`src/rtl/elevator_pkg.sv`:
```
// Shared definitions for the elevator request front end.
//   FLOOR_W / NUM_FLOORS : floor encoding width and floor count
//   dir_e / decode_dir   : travel direction decoded from controller up/down lines
//   BTN_*                : bit positions inside the 12-bit raw button bus
package elevator_pkg;

  localparam int unsigned FLOOR_W    = 2;
  localparam int unsigned NUM_FLOORS = 4;
  localparam int unsigned NUM_HALL   = NUM_FLOORS - 1;
  localparam int unsigned NUM_BTNS   = 12;

  // Raw button bus layout: car calls, hall-up (floors 0..2), hall-down (floors 1..3), door.
  localparam int unsigned BTN_CAR0   = 0;
  localparam int unsigned BTN_UP0    = 4;
  localparam int unsigned BTN_DN1    = 7;
  localparam int unsigned BTN_DOPEN  = 10;
  localparam int unsigned BTN_DCLOSE = 11;

  typedef enum logic [1:0] {
    DIR_IDLE = 2'd0,
    DIR_UP   = 2'd1,
    DIR_DOWN = 2'd2
  } dir_e;

  // Both lines high is treated like idle: each direction then serves its own calls.
  function automatic dir_e decode_dir(input logic up, input logic down);
    dir_e dir;
    dir = DIR_IDLE;
    if (up && !down) dir = DIR_UP;
    else if (down && !up) dir = DIR_DOWN;
    return dir;
  endfunction

endpackage

```
`src/rtl/button_debouncer.sv`:
```
// One button channel: 2-flop synchroniser, counter debouncer, rising-edge detector.
//   clk, reset : clock and synchronous active-high reset
//   raw        : asynchronous button line
//   level      : debounced button level
//   press      : one-cycle pulse when the debounced level rises
module button_debouncer #(
  parameter int unsigned DB_CYCLES = 4
) (
  input  logic clk,
  input  logic reset,
  input  logic raw,
  output logic level,
  output logic press
);

  localparam int unsigned CNT_W = $clog2(DB_CYCLES + 1);

  logic             sync1_q;
  logic             sync2_q;
  logic             level_q;
  logic             level_d;
  logic             level_prev_q;
  logic [CNT_W-1:0] cnt_q;
  logic [CNT_W-1:0] cnt_d;

  // Accept a new level only after DB_CYCLES consecutive differing samples.
  always_comb begin
    level_d = level_q;
    cnt_d   = cnt_q;
    if (sync2_q == level_q) begin
      cnt_d = '0;
    end else if (cnt_q == CNT_W'(DB_CYCLES - 1)) begin
      level_d = sync2_q;
      cnt_d   = '0;
    end else begin
      cnt_d = cnt_q + CNT_W'(1);
    end
  end

  always_ff @(posedge clk) begin
    if (reset) begin
      sync1_q      <= 1'b0;
      sync2_q      <= 1'b0;
      level_q      <= 1'b0;
      level_prev_q <= 1'b0;
      cnt_q        <= '0;
    end else begin
      sync1_q      <= raw;
      sync2_q      <= sync1_q;
      level_q      <= level_d;
      level_prev_q <= level_q;
      cnt_q        <= cnt_d;
    end
  end

  assign level = level_q;
  assign press = level_q & ~level_prev_q;

endmodule

```
`src/rtl/elevator_request_latch.sv`:
```
// Elevator button front end: debounces all buttons, latches car/hall calls until served,
// emits door-command pulses and above/below/here request summaries.
//   Inputs : clk, reset, raw buttons (F1..F4, F1up..F3up, F2down..F4down, Dopen, Dclose),
//            controller state floor, door_open, up, down
//   Outputs: car_req, hall_up_req, hall_dn_req (pending calls), door_open_pulse,
//            door_close_pulse (registered pulses), req_here/above/below (combinational)
module elevator_request_latch
  import elevator_pkg::*;
#(
  parameter int unsigned DB_CYCLES = 4
) (
  input  logic                  clk,
  input  logic                  reset,
  input  logic                  F1,
  input  logic                  F2,
  input  logic                  F3,
  input  logic                  F4,
  input  logic                  F1up,
  input  logic                  F2up,
  input  logic                  F3up,
  input  logic                  F2down,
  input  logic                  F3down,
  input  logic                  F4down,
  input  logic                  Dopen,
  input  logic                  Dclose,
  input  logic [FLOOR_W-1:0]    floor,
  input  logic                  door_open,
  input  logic                  up,
  input  logic                  down,
  output logic [NUM_FLOORS-1:0] car_req,
  output logic [NUM_HALL-1:0]   hall_up_req,
  output logic [NUM_HALL-1:0]   hall_dn_req,
  output logic                  door_open_pulse,
  output logic                  door_close_pulse,
  output logic                  req_here,
  output logic                  req_above,
  output logic                  req_below
);

  logic [NUM_BTNS-1:0]   btn_raw;
  logic [NUM_BTNS-1:0]   btn_press;
  logic [NUM_BTNS-1:0]   btn_level_unused;

  logic [NUM_FLOORS-1:0] car_q, car_d;
  logic [NUM_HALL-1:0]   hall_up_q, hall_up_d;
  logic [NUM_HALL-1:0]   hall_dn_q, hall_dn_d;
  logic                  open_pulse_q, open_pulse_d;
  logic                  close_pulse_q, close_pulse_d;

  logic [NUM_FLOORS-1:0] clr_car;
  logic [NUM_HALL-1:0]   clr_up;
  logic [NUM_HALL-1:0]   clr_dn;
  logic [NUM_FLOORS-1:0] floor_any;
  dir_e                  dir;

  assign btn_raw = {Dclose, Dopen, F4down, F3down, F2down, F3up, F2up, F1up, F4, F3, F2, F1};

  for (genvar i = 0; i < NUM_BTNS; i++) begin : g_btn
    button_debouncer #(
      .DB_CYCLES (DB_CYCLES)
    ) u_db (
      .clk   (clk),
      .reset (reset),
      .raw   (btn_raw[i]),
      .level (btn_level_unused[i]),
      .press (btn_press[i])
    );
  end

  // Serve conditions: hall calls are served only when travel direction matches or idle.
  always_comb begin
    dir     = decode_dir(up, down);
    clr_car = '0;
    clr_up  = '0;
    clr_dn  = '0;
    for (int unsigned f = 0; f < NUM_FLOORS; f++) begin
      clr_car[f] = door_open && (floor == FLOOR_W'(f));
    end
    for (int unsigned h = 0; h < NUM_HALL; h++) begin
      clr_up[h] = door_open && (floor == FLOOR_W'(h))     && (dir != DIR_DOWN);
      clr_dn[h] = door_open && (floor == FLOOR_W'(h + 1)) && (dir != DIR_UP);
    end
  end

  // Pending next state: clear takes priority over a same-cycle press.
  always_comb begin
    car_d         = (car_q     | btn_press[BTN_CAR0 +: NUM_FLOORS]) & ~clr_car;
    hall_up_d     = (hall_up_q | btn_press[BTN_UP0  +: NUM_HALL])   & ~clr_up;
    hall_dn_d     = (hall_dn_q | btn_press[BTN_DN1  +: NUM_HALL])   & ~clr_dn;
    open_pulse_d  = btn_press[BTN_DOPEN];
    close_pulse_d = btn_press[BTN_DCLOSE] & ~btn_press[BTN_DOPEN];
  end

  always_ff @(posedge clk) begin
    if (reset) begin
      car_q         <= '0;
      hall_up_q     <= '0;
      hall_dn_q     <= '0;
      open_pulse_q  <= 1'b0;
      close_pulse_q <= 1'b0;
    end else begin
      car_q         <= car_d;
      hall_up_q     <= hall_up_d;
      hall_dn_q     <= hall_dn_d;
      open_pulse_q  <= open_pulse_d;
      close_pulse_q <= close_pulse_d;
    end
  end

  // Per-floor OR of all call types; hall-down bit i belongs to floor i+1.
  always_comb begin
    floor_any = car_q | {1'b0, hall_up_q} | {hall_dn_q, 1'b0};
    req_here  = 1'b0;
    req_above = 1'b0;
    req_below = 1'b0;
    for (int unsigned f = 0; f < NUM_FLOORS; f++) begin
      if (floor_any[f]) begin
        if (FLOOR_W'(f) == floor) req_here  = 1'b1;
        if (FLOOR_W'(f) >  floor) req_above = 1'b1;
        if (FLOOR_W'(f) <  floor) req_below = 1'b1;
      end
    end
  end

  assign car_req          = car_q;
  assign hall_up_req      = hall_up_q;
  assign hall_dn_req      = hall_dn_q;
  assign door_open_pulse  = open_pulse_q;
  assign door_close_pulse = close_pulse_q;

endmodule

```
`config.mk`:
```
export PLATFORM = sky130hd
export DESIGN_NAME = elevator_request_latch
export DESIGN_NICKNAME = d
export VERILOG_FILES = /design/src/rtl/elevator_pkg.sv /design/src/rtl/button_debouncer.sv /design/src/rtl/elevator_request_latch.sv
export SDC_FILE = /design/constraint.sdc
export NUM_CORES = 1
export LEC_CHECK = 0
export ABC_AREA = 1
export CORE_AREA = 2 2 87 89
export DETAILED_ROUTE_END_ITERATION = 12
export DIE_AREA = 0 0 89 91
export HOLD_SLACK_MARGIN = 0.02
export PLACE_DENSITY = 0.86
export SYNTH_ARGS = -nofsm -noshare
export SYNTH_HDL_FRONTEND = slang
export SYNTH_HIERARCHICAL = 1
export SYNTH_SLANG_ARGS = --single-unit
```
`constraint.sdc`:
```
create_clock -name clk -period 1 [get_ports clk]
set_input_delay 0.15 -clock clk [delete_from_list [all_inputs] [get_ports clk]]
set_output_delay 0.15 -clock clk [all_outputs]
set_load 0.02 [all_outputs]
```
==> results.md, run 1 <==
* Status: finished, violations left
* Failing checks: negative setup slack
* Die height at about 91 microns
* VDD IR max at approximately 0.84 mV
* Clk_lat worst skew at 0.36 ns
* Residual DRC at 0
* CP startpoint kind: register
* Non-Filler Instances at roughly 610
* Syn_area_per_cell at between 8 and 9 sq um
* Iteration-0 DRC Markers at between 100 and 150
* Synth warn at 6
* H-tree level count at 3
* Drt wl/cell at 11.8 microns
* Largest area contributor in the netlist: dfxtp_1
* Biggest cell delay along the critical path at 0.33 ns
* Final setup fails at 24
* CTS Hold Bufs at 0
* Netlist Area Pre-Place at about 0.0036 sq mm
* Slowest cell on crit path: dfxtp_2
* Chip Width at 89 microns
* Seq cells post-synth at 96
* Final wirelength at a little over 7 mm
* Slew margin rel. at around 84%
* Most frequent cells in the layout: nor2_1 (116), inv_1 (78), dfxtp_1 (67), dfxtp_2 (27), ha_4 (24)
* Maximum root-to-sink buffer count at 2
* Reg-to-reg slack, setup at -0.02 ns
* Initial core utilization at 50.4%
* Port Buffers at 33
* Gr ovfl total at 0
* Synth top area cells: dfxtp_1 (53%), nor2_1 (14%), inv_1 (8.8%)
* Area occupied by multi-input gates at about 0.0018 sq mm
* Initial antenna violation count at 0
* RD Place Congestion at 0.769
* Most common cell after layout, fill and taps aside: nor2_1
* Mapped Nets at 480
* CTS tree: yes
* Vias per cell at about 4.6
* Vias at 2829
* Register area share after synthesis at 53.4%
* CTS sink count at between 90 and 100
* Synth-to-Final Area Change at 39.3%
* Synth top area share at between 50% and 60%
* Endpoints failing hold at 0
* Root Buffer: clkbuf_8
* Core Region at 0.00714 sq mm
* Placement row count at 31
* Worst setup margin at -0.494 ns
* Tot GR Track Use at 18.5%
* Reg2Reg Depth at 5
* Worst hold path depth at 3
* Leakage at roughly 2.1 nW
* Largest net degree at the start of global routing at 23
* Max Cap Viol at 0
* CTS clk-pin slew, worst paths at 0.09 ns
* Nets at roughly 550
* Diode count at 0
* Fillers at a little over 500
* Worst-Margin Slew at roughly 0.24 ns
* Hold Crit Class: in -> reg
* Req. time, crit path at between 0.8 and 0.9 ns
* Most numerous cell on the critical path: nand2_1
* Share of cells above drive strength 1 at between 30% and 40%
* Crit. End Element: primary output
* Post-synthesis cell count at 437
* Pre-antenna DRT Iters at 4
* Unrepaired setup endpoints after global routing: yes
* DRT antenna net count at 0
* Die area at just over 0.008 sq mm
* Crit path kind: reg -> out
* Post-layout minimum cycle time at approximately 1.5 ns
* Critical path, cell by cell: nor2_1 > nand2_1 > nand2_1 > nand3_1 > nand2_1 > inv_2 > buf_6
* Final period utilization at 149%
* Slew Limit Fails at 0
* Worst slack, placed at -0.877 ns
* I/O pin cnt at 34
* First-pass GRT wire length at 11.7 mm
* Register Area at between 0.0015 and 0.002 sq mm
* Num CTS Buffers at 9
* HPWL after detailed placement at roughly 4.6 mm
* Number of global-route vias before repair at between 2000 and 3000
* Synth unique cells at 15
* Crit path DAT at about 1.3 ns
* Clock Skew at between 0.01 and 0.015 ns
* Fin util at a little over two thirds
* Max Fclk at between 600 and 700 MHz
* Cells after DPL at around 590
* CP max FO at 3
* PD cells at 1350 mW/mm^2
[sequential cells by signal, summed over array words and instances, names as in the netlist]
| register | count |
|---|---|
| car_req | 4 |
| door_close_pulse | 1 |
| door_open_pulse | 1 |
| g_btn.u_db/cnt_q | 36 |
| g_btn.u_db/level | 12 |
| g_btn.u_db/level_prev_q | 12 |
| g_btn.u_db/sync1_q | 12 |
| g_btn.u_db/sync2_q | 12 |
| hall_dn_req | 3 |
| hall_up_req | 3 |
[final timing paths]
check,from,endpoint
max,hall_dn_req[0],req_above
min,reset,g_btn[0].u_db/level_prev_q
max reg2reg,g_btn[4].u_db/cnt_q[0],g_btn[4].u_db/cnt_q[1]
min reg2reg,g_btn[5].u_db/sync1_q,g_btn[5].u_db/sync2_q
[Yosys cell counts]
library cell  count
a21oi_1           1
buf_2             1
dfxtp_1          96
ha_1             24
inv_1            84
inv_2            12
nand2_1          23
nand2_2          12
nand3_1           5
nand3_2          13
nor2_1          131
nor2_2           13
nor3_1           12
o21ai_0           5
o22ai_1           5
[power breakdown]
part / switching (mW) / internal, mW / leakage (nW)
Sequential: 0.0381 / 3.88 / 0.794
Clock: 1.34 / 1.17 / 0.0933
Combinational: 0.190 / 0.180 / 1.20
Total: 1.57 / 5.23 / 2.09
[layer usage]
metal | part of all wire [%] | vias up | global-route usage, %
li1 | - | 1449 | -
met1 | 39 | 1309 | 19.6
met2 | 56 | 63 | 35.0
met3 | 3.8 | 8 | 4.18
met4 | 0.85 | 0 | 5.97
met5 | 0 | - | 0
[critical path: cells and delay by family (launching register included)]
kind / cells / cell delay (ns)
flip-flops: 1 / 0.33
buffers and inverters: 2 / 0.16
AND/OR/NAND/NOR: 5 / 0.51
[final cells by class]
| cell class | count | area share (%) |
|---|---|---|
| flip-flops and latches | 96 | 39.2 |
| multi-input cells | 244 | 35.1 |
| repair buffers | 62 | 12.2 |
| inverters | 96 | 7.19 |
| clock buffers | 10 | 2.55 |
| well taps | 99 | 2.47 |
| clock inverters | 6 | 1.35 |
[through the flow]
step                cell area [sq um]  power [mW]  setup TNS (ns)  hold slack (ns)
CTS                              4870        6.83           -2.21            0.235
detailed placement               4250        4.32           -9.18            0.395
finish                           5010        6.79           -2.33            0.238
global route                     5010        7.06           -4.28            0.242
floorplan                        3640        4.12        -0.00669            0.215
global placement                 4250        4.30           -6.66            0.390
[cells by family (layout without fill, tap and decap cells)]
logic type / count (synthesis) / after routing / share of synthesized area (%)
and+or+nand+nor: 209 / 209 / 26.4
buffers and inverters: 97 / 174 / 10.2
DFF: 96 / 96 / 53.4
adders and majority gates: 24 / 24 / 8.34
AOI/OAI and AO/OA: 11 / 11 / 1.70
[timing repair]
action / 4_1_cts / 5_1_grt
setup buffers: 3 / 12
resized for setup: 166 / 40
setup endpoints to repair: 57 / 60
pin swaps: 58 / 36
Power figures use the tool's default switching activity.
==> inputs of run 2 (changes only) <==
CELL_PAD_IN_SITES_DETAIL_PLACEMENT = 1   (was unset)
CELL_PAD_IN_SITES_GLOBAL_PLACEMENT = 1   (was unset)
CORE_AREA = 2 2 101 103   (was 2 2 87 89)
DIE_AREA = 0 0 103 105   (was 0 0 89 91)
PLACE_DENSITY = 0.85   (was 0.86)
==> run 2 against run 1 <==
Non-clock buffer count increased by 1. Routed wire length up 32%. Final area up 3.4%. First-iteration DRC count fell by 36%. Sequential share of layout area is 1.0 points lower. Worst setup slack improved by 0.036 ns. Worst hold slack lost 0.018 ns. The flow still finishes with violations (negative setup slack). Clock skew down 0.0035 ns. Power grew 0.48%. Clock power is essentially flat.
==> results.md, run 2 (same netlist as run 1, synthesis figures left out) <==
* Status: finished, violations left
* Failing checks: negative setup slack
* Largest net degree at the start of global routing at 39
* Final wirelength at between 9 and 10 mm
* Vias at 2923
* Root Buffer: clkbuf_8
* Maximum root-to-sink buffer count at 2
* Initial core utilization at a little under two fifths
* H-tree level count at 3
* Die area at around 0.011 sq mm
* Residual DRC at 0
* Reg power frac at 57.4%
* Placement row count at 36
* First-pass GRT wire length at around 14 mm
* Crit path kind: reg -> out
* Slew Limit Fails at 0
* Total power at roughly 7 mW
* Tot GR Track Use at between 10% and 20%
* Crit path DAT at 1.31 ns
* Max Cap Viol at 0
* NetSw at approximately 1.6 mW
* Initial antenna violation count at 0
* Net Sw Frac at a little under a quarter
* Synth-to-Final Area Change at 44.0%
* CTS clk-pin slew, worst paths at ~0.09 ns
* Crit. End Element: primary output
* Gr ovfl total at 0
* Hold Crit Class: in -> reg
* Final period utilization at 146%
* Fillers at roughly 1100
* PD cells at approximately 1300 mW/mm^2
* Core Region at between 0.009 and 0.01 sq mm
* Die height at 105 microns
* Iteration-0 DRC Markers at 65
* Worst-Margin Slew at 0.276 ns
* CTS Hold Bufs at 0
* Largest register FFs at 36
* Vias per cell at approximately 4.5
* Leakage at between 2 and 2.5 nW
* Number of global-route vias before repair at between 3000 and 4000
* Clk network pwr share at 37.0%
* Nets at approximately 550
* Final setup fails at 39
* Drt wl/cell at 14.8 microns
* I/O pin cnt at 34
* HPWL after detailed placement at 5.67 mm
* CTS sink count at between 90 and 100
* Slew margin rel. at 81.6%
* Chip Width at 103 microns
* Max Fclk at 686 MHz
* Register Area at between 0.0015 and 0.002 sq mm
* Most common cell after layout, fill and taps aside: nor2_1
* Largest Register: g_btn.u_db/cnt_q
* Power Internal at around 5.3 mW
* Port Buffers at 33
* Setup TNS at -3.23 ns
* Most frequent cells in the layout: nor2_1 (107), inv_1 (76), dfxtp_1 (61), dfxtp_2 (31), buf_6 (25)
* CTS tree: yes
* Fin util at between 50% and 60%
* DRT antenna net count at 0
* VDD IR max at ~1.1 mV
* Unrepaired setup endpoints after global routing: yes
* Diode count at 0
* Endpoints failing hold at 0
* CP max FO at 3
* Pre-antenna DRT Iters at 4
* Clock Skew at 0.00689 ns
* CP startpoint kind: register
* Share of cells above drive strength 1 at between 40% and 50%
* Logic pwr share at 5.7%
* Area occupied by multi-input gates at between 0.0015 and 0.002 sq mm
* Req. time, crit path at roughly 0.85 ns
* Post-layout minimum cycle time at 1.46 ns
* Num CTS Buffers at 9
* Worst setup margin at -0.458 ns
* Clk_lat worst skew at around 0.36 ns
* RD Place Congestion at 0.714
==> run 2: changes by cell type in the layout (fill, tap and decap cells not counted), sizes merged <==
cell / before / now
inv: 98 / 96
clkinvlp: 2 / 0
buf: 45 / 46
clkinv: 1 / 4
==> run 2: per-layer routing <==
| layer | GRT usage, % | vias to the layer above | share of wire (%) |
|---|---|---|---|
| li1 | - | 1440 | - |
| met4 | 6.48 | 0 | 2.1 |
| met3 | 4.15 | 15 | 2.9 |
| met2 | 33.4 | 48 | 60 |
| met5 | 0 | - | 0 |
| met1 | 16.7 | 1420 | 35 |
==> run 2: layout make-up <==
cell class / instances / area share [%]
inverter: 96 / 7.00
multi-input combinational: 244 / 35.8
tap: 133 / 3.21
timing repair buffer: 63 / 12.1
clock buffer: 10 / 2.66
clock inverter: 5 / 1.11
sequential: 96 / 38.1
==> run 2: repair_timing <==
item                       CTS  global route
setup endpoints to repair   63            65
setup buffers                5            12
resized for setup          169            76
pin swaps                   64            44
==> run 2: power groups by stage <==
stage / Sequential, mW / Combinational, mW / Clock, mW
after floorplan: 3.99 / 0.131 / 0
after global placement: 4.00 / 0.301 / 0
after detailed placement: 4.00 / 0.322 / 0
after CTS: 3.92 / 0.347 / 2.61
after global routing: 3.92 / 0.430 / 2.74
final: 3.91 / 0.388 / 2.52
==> run 2: through the flow <==
step	cell area [sq um]	setup WS (ns)	hold slack [ns]	instances
final	5180	-0.458	0.219	647
after global routing	5180	-0.531	0.226	647
after CTS	4900	-0.473	0.206	639
after detailed placement	4280	-0.939	0.400	620
after global placement	4280	-0.886	0.392	620
after floorplan	3640	-0.00669	0.215	437
==> run 2: critical path: stages (launching register included) <==
cell and delay (ns):
dfxtp_2 0.34, nor2_2 0.12, nand2_2 0.10, nand2_2 0.09, nand3_2 0.08, nand2_2 0.07, inv_2 0.04, buf_6 0.12
==> run 2: path summary, 6_finish.rpt <==
check / startpoint / to / slack, ns / depth (start not counted)
setup / recovery: car_req[2] / req_above / -0.46 / 7
hold / removal: reset / g_btn[0].u_db/sync2_q / 0.22 / 3
setup reg to reg: g_btn[4].u_db/cnt_q[0] / g_btn[4].u_db/cnt_q[0] / -0.13 / 5
hold reg to reg: g_btn[2].u_db/sync1_q / g_btn[2].u_db/sync2_q / 0.41 / 2
==> inputs of run 3 (changes only) <==
PLACE_DENSITY = unset   (was 0.85)
PLACE_DENSITY_LB_ADDON = 0.1   (was unset)
SKIP_CTS_REPAIR_TIMING = 1   (was unset)
==> run 3 against run 2 <==
The run still ends with negative setup slack left. Sequential power barely moved. Clock power fell by 7%. Die area did not move. Critical path depth fell by 1. Register-to-register slack improved by 0.08 ns. Combinational power fell by 3%. Worst setup slack improved by 0.022 ns. Highest routed layer unchanged.
==> results.md, run 3 (same netlist as run 1, synthesis figures left out) <==
* H-tree level count at 3
* Die area at 0.0108 sq mm
* Post-layout minimum cycle time at between 1 and 1.5 ns
* Non-Filler Instances at about 640
* Hold Crit Class: in -> reg
* Req. time, crit path at 0.85 ns
* Biggest cell delay along the critical path at roughly 0.33 ns
* Initial core utilization at roughly 37%
* Worst slack, placed at -0.914 ns
* Total power at 6.64 mW
* Vias at 2812
* Crit. End Element: primary output
* Power Internal at around 5.1 mW
* Reg-to-Reg End: g_btn[0].u_db/cnt_q[0]
* Clock Skew at about 0.0046 ns
* Unrepaired setup endpoints after global routing: yes
* Crit path DAT at ~1.3 ns
* Worst setup startpoint: car_req[1]
* Clk network pwr share at 35.3%
* HPWL after detailed placement at around 5.3 mm
* Reg-to-reg slack, setup at -0.05 ns
* Failing checks: negative setup slack
* Tot GR Track Use at a little over an eighth
* Placement row count at 36
* Cells after DPL at around 620
* Crit path kind: reg -> out
* Root Buffer: clkbuf_8
* Worst setup endpoint: req_here
* Diode count at 0
* Final period utilization at 144%
* Max Cap Viol at 0
* VDD IR max at between 0.7 and 0.8 mV
* Max Fclk at about 700 MHz
* Final wirelength at 7.74 mm
* CTS tree: yes
* Drt wl/cell at roughly 12 microns
* Vias per cell at 4.37
* Slew Limit Fails at 0
* Final setup fails at 27
* Most frequent cells in the layout: nor2_1 (114), inv_1 (80), dfxtp_1 (64), dfxtp_2 (31), ha_4 (24)
* Initial antenna violation count at 0
* DRT antenna net count at 0
* Clk_lat worst skew at 0.35 ns
* Die height at about 110 microns
* Gr ovfl total at 0
* Cell count along the critical path at 6
* Maximum root-to-sink buffer count at 2
* I/O pin cnt at 34
* First-pass GRT wire length at approximately 12 mm
* Synth-to-Final Area Change at 40.6%
* CTS sink count at 96
* Worst-Margin Slew at between 0.2 and 0.25 ns
* Reg2Reg Depth at 5
* Critical path, cell by cell: nor2_2 > nand2_2 > buf_4 > nand3_2 > nand3_2 > buf_6
* Net Sw Frac at approximately a quarter
* RD Place Congestion at between 0.7 and 0.8
* CP max FO at 3
* NetSw at approximately 1.5 mW
* Largest Register: g_btn.u_db/cnt_q
* Delay-heaviest family, CP: flip-flops
* Leakage at approximately 2.1 nW
* PD cells at ~1300 mW/mm^2
* Worst r2r src: g_btn[0].u_db/cnt_q[0]
* Most common cell after layout, fill and taps aside: nor2_1
* Slew margin rel. at approximately 84%
* Buf/Inv on CP at 2
* Share of cells above drive strength 1 at 37.8%
* Most numerous cell on the critical path: nand3_2
* CTS clk-pin slew, worst paths at 0.09 ns
* Iteration-0 DRC Markers at 39
* CP startpoint kind: register
* Residual DRC at 0
* Largest net degree at the start of global routing at 35
* Fillers at roughly 1100
* Fin util at between 50% and 60%
* Slowest cell on crit path: dfxtp_2
* Num CTS Buffers at 9
* Pre-antenna DRT Iters at 4
* Reg power frac at between 50 and 60%
* Endpoints failing hold at 0
* Status: finished, violations left
* Worst setup margin at -0.435 ns
* Number of global-route vias before repair at roughly 2800
* Largest register FFs at 36
* Nets at 550
* Port Buffers at 33
* Core Region at between 0.009 and 0.01 sq mm
* Hold Slack at ~0.27 ns
* Chip Width at 103 microns
* Logic pwr share at between 5 and 6%
-- run 3: cell types whose count changed in the layout (fill, tap and decap cells not counted), moves of 3 or more --
cell        delta
clkinvlp_4     +4
inv_2          -3
dfxtp_4        -3
nor3_2         -8
nor2_2         -5
nor2_1         +7
nor3_1         +8
buf_6          -3
inv_1          +4
dfxtp_1        +3
-- run 3: worst min-delay path by stage --
stage                                       from                endpoint  cells past startpoint
after floorplan                            reset          hall_dn_req[1]                      1
after global placement    g_btn[10].u_db/sync1_q  g_btn[10].u_db/sync2_q                      2
after detailed placement   g_btn[8].u_db/sync1_q   g_btn[8].u_db/sync2_q                      2
after CTS                                  reset   g_btn[0].u_db/sync2_q                      3
after global routing                       reset  g_btn[10].u_db/sync1_q                      3
final                                      reset         door_open_pulse                      3
-- run 3: power groups by stage --
stage	combinational (mW)	sequential (mW)	clock [mW]
after floorplan	0.131	3.99	0
after global placement	0.313	4.00	0
after detailed placement	0.325	4.00	0
after CTS	0.327	3.91	2.45
after global routing	0.419	3.93	2.65
final	0.375	3.92	2.35
-- run 3: area by class of cell --
type / count / area [sq um] / area share [%]
Tap cell: 133 / 166 / 3.29
Inverter: 96 / 360 / 7.12
Clock inverter: 4 / 30.0 / 0.593
Sequential cell: 96 / 1960 / 38.8
Clock buffer: 11 / 151 / 2.99
Multi-Input combinational cell: 244 / 1780 / 35.3
Timing Repair Buffer: 60 / 603 / 11.9
-- run 3: tightest hold or removal path, delay by kind of cell --
family,cells,cell delay (ns)
and+or+nand+nor,1,0.10
buffers and inverters,2,0.33
-- run 3: through the flow --
step	instance area, sq um	setup TNS (ns)
floorplan	3640	-0.00669
global placement	4310	-8.37
detailed placement	4310	-10.06
CTS	4490	-12.31
global route	5060	-4.88
finish	5060	-2.43
-- run 3: layer usage --
layer  wire length, microns  GRT usage [%]  vias to the layer above  share of wire, %
met5                      0              0                        -                 0
met2                   4040           23.1                       31                52
met3                    263           4.28                        8               3.4
met4                    110           5.08                        0               1.4
met1                   3330           16.1                     1341                43
li1                       -              -                     1432                 -
